<file path="config.mk">
export PLATFORM = sky130hd
export DESIGN_NAME = timer_scheduler
export DESIGN_NICKNAME = d
export VERILOG_FILES = /design/src/rtl/sched_pkg.sv /design/src/rtl/tick_prescaler.sv /design/src/rtl/timer_scheduler.sv
export SDC_FILE = /design/constraint.sdc
export NUM_CORES = 1
export LEC_CHECK = 0
export ABC_CLOCK_PERIOD_IN_PS = 2500
export BUFFER_PORTS_ARGS = -buffer_cell sky130_fd_sc_hd__buf_4
export CAP_MARGIN = 15
export CORE_UTILIZATION = 60
export CTS_BUF_LIST = sky130_fd_sc_hd__clkbuf_8
export DETAILED_ROUTE_END_ITERATION = 8
export PLACE_DENSITY = 0.78
export SLEW_MARGIN = 20
export SYNTH_ARGS = -nofsm -noshare
export SYNTH_HDL_FRONTEND = slang
export SYNTH_SLANG_ARGS = --single-unit
</file>
<file path="constraint.sdc">
create_clock -name clk -period 2.5 [get_ports clk]
set_input_delay 0.625 -clock clk [delete_from_list [all_inputs] [get_ports clk]]
set_output_delay 0.625 -clock clk [all_outputs]
set_load 0.1 [all_outputs]
</file>
<file path="src/rtl/sched_pkg.sv">
// sched_pkg: shared FSM state, mode encoding and prescale helper for timer_scheduler.
package sched_pkg;
  typedef enum logic {IDLE, SWEEP} state_e;
  localparam logic MODE_ONESHOT = 1'b0;
  localparam logic MODE_PERIODIC = 1'b1;
  // Returns 0 when a tick period cannot hold a full sweep plus an idle cycle.
  function automatic int calc_prescale(input int clk_hz, input int tick_hz, input int num_ch);
    return (clk_hz / tick_hz >= num_ch + 2) ? clk_hz / tick_hz : 0;
  endfunction
endpackage

</file>
<file path="src/rtl/tick_prescaler.sv">
// tick_prescaler: one-clk-wide tick enable every CLK_HZ/TICK_HZ cycles (not a generated clock).
module tick_prescaler #(
  parameter int CLK_HZ = 50000000,
  parameter int TICK_HZ = 1000
) (
  input  logic clk,
  input  logic reset_n,
  output logic tick
);
  localparam int PRESCALE = CLK_HZ / TICK_HZ;
  localparam int PW = (PRESCALE > 1) ? $clog2(PRESCALE) : 1;
  logic [PW-1:0] cnt_q;
  assign tick = cnt_q == PW'(PRESCALE - 1);
  always_ff @(posedge clk or negedge reset_n)
    if (!reset_n) cnt_q <= '0;
    else cnt_q <= tick ? '0 : cnt_q + PW'(1);
endmodule

</file>
<file path="src/rtl/timer_scheduler.sv">
// timer_scheduler: multi-channel tick timer with one shared sweep decrementer and a round-robin event port.
// Define SCHED_TOGGLE_OUT_EN to add tog_out, a per-channel square wave that flips on every expiry.
module timer_scheduler
  import sched_pkg::*;
#(
  parameter int CLK_HZ = 50000000,
  parameter int TICK_HZ = 1000,
  parameter int NUM_CH = 4,
  parameter int CNT_W = 16,
  localparam int CW = $clog2(NUM_CH)
) (
  input  logic              clk,
  input  logic              reset_n,
  input  logic              cfg_valid,
  output logic              cfg_ready,
  input  logic [CW-1:0]     cfg_ch,
  input  logic [CNT_W-1:0]  cfg_period,
  input  logic              cfg_periodic,
  output logic              evt_valid,
  input  logic              evt_ready,
  output logic [CW-1:0]     evt_ch,
  output logic [NUM_CH-1:0] overrun,
  output logic              tick,
  output logic              busy
`ifdef SCHED_TOGGLE_OUT_EN
  ,
  output logic [NUM_CH-1:0] tog_out
`endif
);
  localparam int PRESCALE = calc_prescale(CLK_HZ, TICK_HZ, NUM_CH);
  if (PRESCALE == 0) begin : g_bad_prescale
    $error("timer_scheduler: CLK_HZ/TICK_HZ must be at least NUM_CH+2");
  end
  state_e state_q, state_d;
  logic [CW-1:0] idx_q, idx_d, rr_q, rr_d, held_ch_q, pick;
  logic [CW:0] j;
  logic held_q, wr, acc;
  logic [CNT_W-1:0] cnt_q [NUM_CH], cnt_d [NUM_CH], per_q [NUM_CH], per_d [NUM_CH];
  logic [NUM_CH-1:0] mode_q, mode_d, en_q, en_d, pend_q, pend_d, ovr_q, ovr_d;
  logic [NUM_CH-1:0] expire, clear, wr_mask;
  tick_prescaler #(.CLK_HZ(CLK_HZ), .TICK_HZ(TICK_HZ)) u_prescaler (
    .clk(clk), .reset_n(reset_n), .tick(tick)
  );
  assign busy = state_q == SWEEP;
  assign cfg_ready = reset_n && state_q == IDLE;
  assign wr = cfg_valid && cfg_ready;
  assign evt_valid = |pend_q;
  assign acc = evt_valid && evt_ready;
  assign overrun = ovr_q;
  assign state_d = busy ? (idx_q == CW'(NUM_CH - 1) ? IDLE : SWEEP) : (tick ? SWEEP : IDLE);
  assign idx_d = busy ? idx_q + CW'(1) : '0;
  // First pending channel at or after rr_q, searched circularly; lowest offset wins.
  always_comb begin
    pick = '0;
    j = '0;
    for (int k = NUM_CH - 1; k >= 0; k--) begin
      j = {1'b0, rr_q} + (CW+1)'(k);
      j = j >= (CW+1)'(NUM_CH) ? j - (CW+1)'(NUM_CH) : j;
      if (pend_q[j[CW-1:0]]) pick = j[CW-1:0];
    end
  end
  // A presented event keeps its channel until accepted, even if an earlier channel becomes pending.
  assign evt_ch = held_q ? held_ch_q : pick;
  assign rr_d = evt_ch == CW'(NUM_CH - 1) ? '0 : evt_ch + CW'(1);
  assign clear = acc ? NUM_CH'(1) << evt_ch : '0;
  assign wr_mask = wr ? NUM_CH'(1) << cfg_ch : '0;
  always_comb begin
    cnt_d = cnt_q;
    per_d = per_q;
    mode_d = mode_q;
    en_d = en_q;
    expire = '0;
    for (int c = 0; c < NUM_CH; c++) begin
      if (wr && cfg_ch == CW'(c)) begin
        per_d[c] = cfg_period;
        cnt_d[c] = cfg_period;
        mode_d[c] = cfg_periodic;
        en_d[c] = |cfg_period;
      end else if (busy && idx_q == CW'(c) && en_q[c]) begin
        expire[c] = cnt_q[c] == CNT_W'(1);
        cnt_d[c] = expire[c] ? (mode_q[c] == MODE_PERIODIC ? per_q[c] : cnt_q[c]) : cnt_q[c] - CNT_W'(1);
        en_d[c] = !(expire[c] && mode_q[c] == MODE_ONESHOT);
      end
    end
  end
  // Set beats clear, so an expiry on the channel being accepted neither drops nor overruns.
  assign pend_d = (pend_q & ~clear) | expire;
  assign ovr_d = (ovr_q & ~wr_mask) | (expire & pend_q & ~clear);
  always_ff @(posedge clk or negedge reset_n) begin
    if (!reset_n) begin
      state_q <= IDLE;
      idx_q <= '0;
      rr_q <= '0;
      held_q <= 1'b0;
      held_ch_q <= '0;
      cnt_q <= '{default: '0};
      per_q <= '{default: '0};
      mode_q <= '0;
      en_q <= '0;
      pend_q <= '0;
      ovr_q <= '0;
    end else begin
      state_q <= state_d;
      idx_q <= idx_d;
      rr_q <= acc ? rr_d : rr_q;
      held_q <= evt_valid && !evt_ready;
      held_ch_q <= evt_ch;
      cnt_q <= cnt_d;
      per_q <= per_d;
      mode_q <= mode_d;
      en_q <= en_d;
      pend_q <= pend_d;
      ovr_q <= ovr_d;
    end
  end
`ifdef SCHED_TOGGLE_OUT_EN
  logic [NUM_CH-1:0] tog_q;
  always_ff @(posedge clk or negedge reset_n)
    if (!reset_n) tog_q <= '0;
    else tog_q <= tog_q ^ expire;
  assign tog_out = tog_q;
`endif
endmodule

</file>
==> run summary <==
R2R cell count -> 8
Die H -> 125 um
Net Count, Synth -> 1085
Total GRT Usage -> 0.323
RSZ-0062 raised after global routing -> true
Hold wc startpoint -> evt_ready
Yosys reg bits -> 168
Met1 usage -> 0.428
Post-route cell area -> 0.0103 mm^2
Synth cell types -> 67
Antenna Nets Post-Route -> 0
Clock Skews -> 0.0114 ns
Worst r2r src -> cnt_q[17]
Max Freq -> 398 MHz
IR drop worst, VDD -> 0.737 mV
Violated checks -> DRC, setup timing
Cell count after placement -> 1252
Crit Reg-Reg Endpoint -> cnt_q[16]
Worst slew pin tran -> 0.975 ns
HPWL after DPL -> 16.3 mm
Max Slew Vio Count -> 0
Synthesized area -> 0.00912 mm^2
LEAKAGE -> 4.57 nW
Initial antenna violation count -> 0
CORE AREA -> 0.0147 mm^2
Pre-CTS setup slack -> 0.231 ns
Reg2reg setup slack -> 0.23 ns
Final wirelength -> 24.7 mm
Nets -> 1133
Clock Sinks -> 168
Ys flop type -> dfrtp_1
Die area -> 0.0157 mm^2
GR met3 Demand/Resource -> 0.0749
First-pass GRT wire length -> 39.8 mm
Port bufs -> 32
CTS tree -> done
Placed Area -> 0.00980 mm^2
Vias per cell -> 6.33
CP delay by family, top -> simple AND/OR/NAND/NOR gates
Register area share after synthesis -> 0.461
Share of layout cells above drive strength 1 -> 0.128
Total power -> 7.89 mW
CP Max Fanout -> 4
CTS Buffer Depth -> 2
Largest net degree at the start of global routing -> 168
Max-Cap Viols -> 0
WHS Path Cells -> 2
Vias in the first global route -> 7824
Power density over the cells -> 765 mW/mm^2
Most frequent cells in the layout -> 253 x nand2_1, 167 x dfrtp_1, 71 x buf_4
Clk pin slew, worst setup/hold paths -> 0.09 ns
Post-route setup slack -> -0.0124 ns
Htree depth -> 4
GR Util met2 -> 0.508
RePlAce Congestion -> 0.929
Row cnt -> 44
GRT Max-Usage Layer -> met2
Status -> complete, but fails checks
Post-synth EDFFs -> 0
Initial Util -> 0.621
Critical-path cell list -> or4_4 -> nor4_4 -> buf_6
Most common cell after layout, fill and taps aside -> nand2_1
Synth-to-Final Area Change -> 13.2%
Final setup viols -> 1
Drt drc -> 2
Count of non-filler cells in the finished layout -> 1291
Slowest stage cell, crit path -> or4_4
Avg Cell Area, Syn -> 8.73 um^2
Fraction of registers with async set/reset -> 1.00
Iter 0 DRT Violations -> 861
Setup TNS -> -0.0124 ns
IO Count -> 33
Drt wl/cell -> 19.2 um
Relative slew slack -> 0.350
Final Hold Viols -> 0
Worst Hold Class -> input port to register
Crit Path Class -> register to primary output
Fin crit period -> 2.51 ns
CP endpoint kind -> primary output
Data arrival, critical path -> 1.89 ns
Vias -> 8170
Period utilization -> 1.00
Gr ovfl total -> 0
CTS Root Cell -> clkbuf_8
Max incr delay on CP -> 0.51 ns
Clock Latency Late Sink -> 0.47 ns
Num CTS Buffers -> 17
Post-Syn Instances -> 1045
Die width -> 125 um
Req. time, crit path -> 1.88 ns
CP Buf/Inv Count -> 1
First-pass DRT Iterations -> 7
Hold Path End -> held_q
Yosys warning count -> 0
Critical path launch point type -> register
cell type report:
class	count	area [um^2]
sequential	168	4210
antenna	1	2.50
tap	184	230
multi-input combinational	795	4690
fill	1130	4380
inverter	32	120
clock inverter	10	118
timing repair buffer	79	657
clock buffer	22	303
registers in the layout (all words and copies together), names as in the netlist, 4 cells and up:
| signal | cells |
|---|---|
| en_q | 4 |
| cnt_q | 64 |
| u_prescaler.cnt_q | 16 |
| mode_q | 4 |
| overrun | 4 |
| per_q | 64 |
| pend_q | 4 |
stage by stage:
step,hold slack (ns),utilization
2_1_floorplan,0.329,-
3_3_place_gp,0.420,0.666
3_5_place_dp,0.422,0.666
4_1_cts,0.332,0.699
5_1_grt,0.334,0.702
6_report,0.346,0.702
logic make-up (layout without fill, tap and decap cells):
| group | count (synthesis) | count (layout) | share of synthesized area |
|---|---|---|---|
| compound gates | 221 | 221 | 0.159 |
| xor+xnor | 44 | 44 | 0.0422 |
| fa+ha+maj | 17 | 17 | 0.0233 |
| buf+inv | 82 | 143 | 0.0348 |
| flops | 168 | 168 | 0.461 |
| mux | 23 | 23 | 0.0266 |
| other cells | 0 | 1 | 0 |
| simple gates | 490 | 490 | 0.253 |
report_power, final:
part,internal [mW],switching [mW]
clock network,1.02,1.03
registers,3.22,0.601
logic,0.871,1.14
total,5.12,2.78
timing repair:
| item | 4_1_cts | 5_1_grt |
|---|---|---|
| hold endpoints to repair | 1 | 0 |
| resized for setup | 6 | 7 |
| hold buffers | 1 | 0 |
| setup buffers | 3 | 2 |
| setup endpoints to repair | 3 | 6 |
| pin swaps | 3 | 2 |
synth_stat cells, types with 5 or more instances:
library cell | count | share of area
a211oi_1 | 8 | 0.0066
a21oi_1 | 39 | 0.021
a22oi_1 | 5 | 0.0041
a31oi_1 | 20 | 0.014
a32oi_1 | 6 | 0.0058
and3_1 | 10 | 0.0069
buf_2 | 8 | 0.0044
clkbuf_1 | 39 | 0.016
dfrtp_1 | 168 | 0.46
ha_1 | 17 | 0.023
inv_1 | 30 | 0.012
mux2_1 | 6 | 0.0074
mux2i_1 | 13 | 0.014
nand2_1 | 254 | 0.10
nand2b_1 | 5 | 0.0034
nand3_1 | 31 | 0.017
nand4_1 | 19 | 0.013
nand4b_1 | 5 | 0.0048
nor2_1 | 65 | 0.027
nor2b_1 | 8 | 0.0055
nor3_1 | 32 | 0.018
nor3b_1 | 5 | 0.0041
nor4_1 | 13 | 0.0089
nor4_2 | 5 | 0.0069
o211ai_1 | 14 | 0.012
o21ai_0 | 27 | 0.015
o21ai_1 | 31 | 0.017
o22a_1 | 9 | 0.0086
o22ai_1 | 10 | 0.0069
o31ai_1 | 10 | 0.0082
o41ai_1 | 5 | 0.0048
or3_1 | 6 | 0.0041
or4_1 | 9 | 0.0074
xnor2_1 | 20 | 0.019
xor2_1 | 24 | 0.023
worst max-delay path by stage:
stage	end	depth (start not counted)	slack (ns)	from
2_1_floorplan	overrun[2]	8	-0.18	rr_q[1]
3_3_place_gp	cnt_q[18]	6	0.26	reset_n
3_5_place_dp	cnt_q[19]	7	0.23	cnt_q[17]
4_1_cts	tick	3	-0.01	u_prescaler.cnt_q[11]
5_1_grt	tick	3	-0.07	u_prescaler.cnt_q[12]
6_report	tick	3	-0.01	u_prescaler.cnt_q[12]
routing by layer:
layer,wire (um),vias to the layer above,part of all wire
li1,-,3803,-
met1,10800,4005,0.43
met2,11600,303,0.47
met3,1670,59,0.068
met4,727,0,0.029
met5,0,-,0
Note: power is estimated with default switching activity, not from simulation.
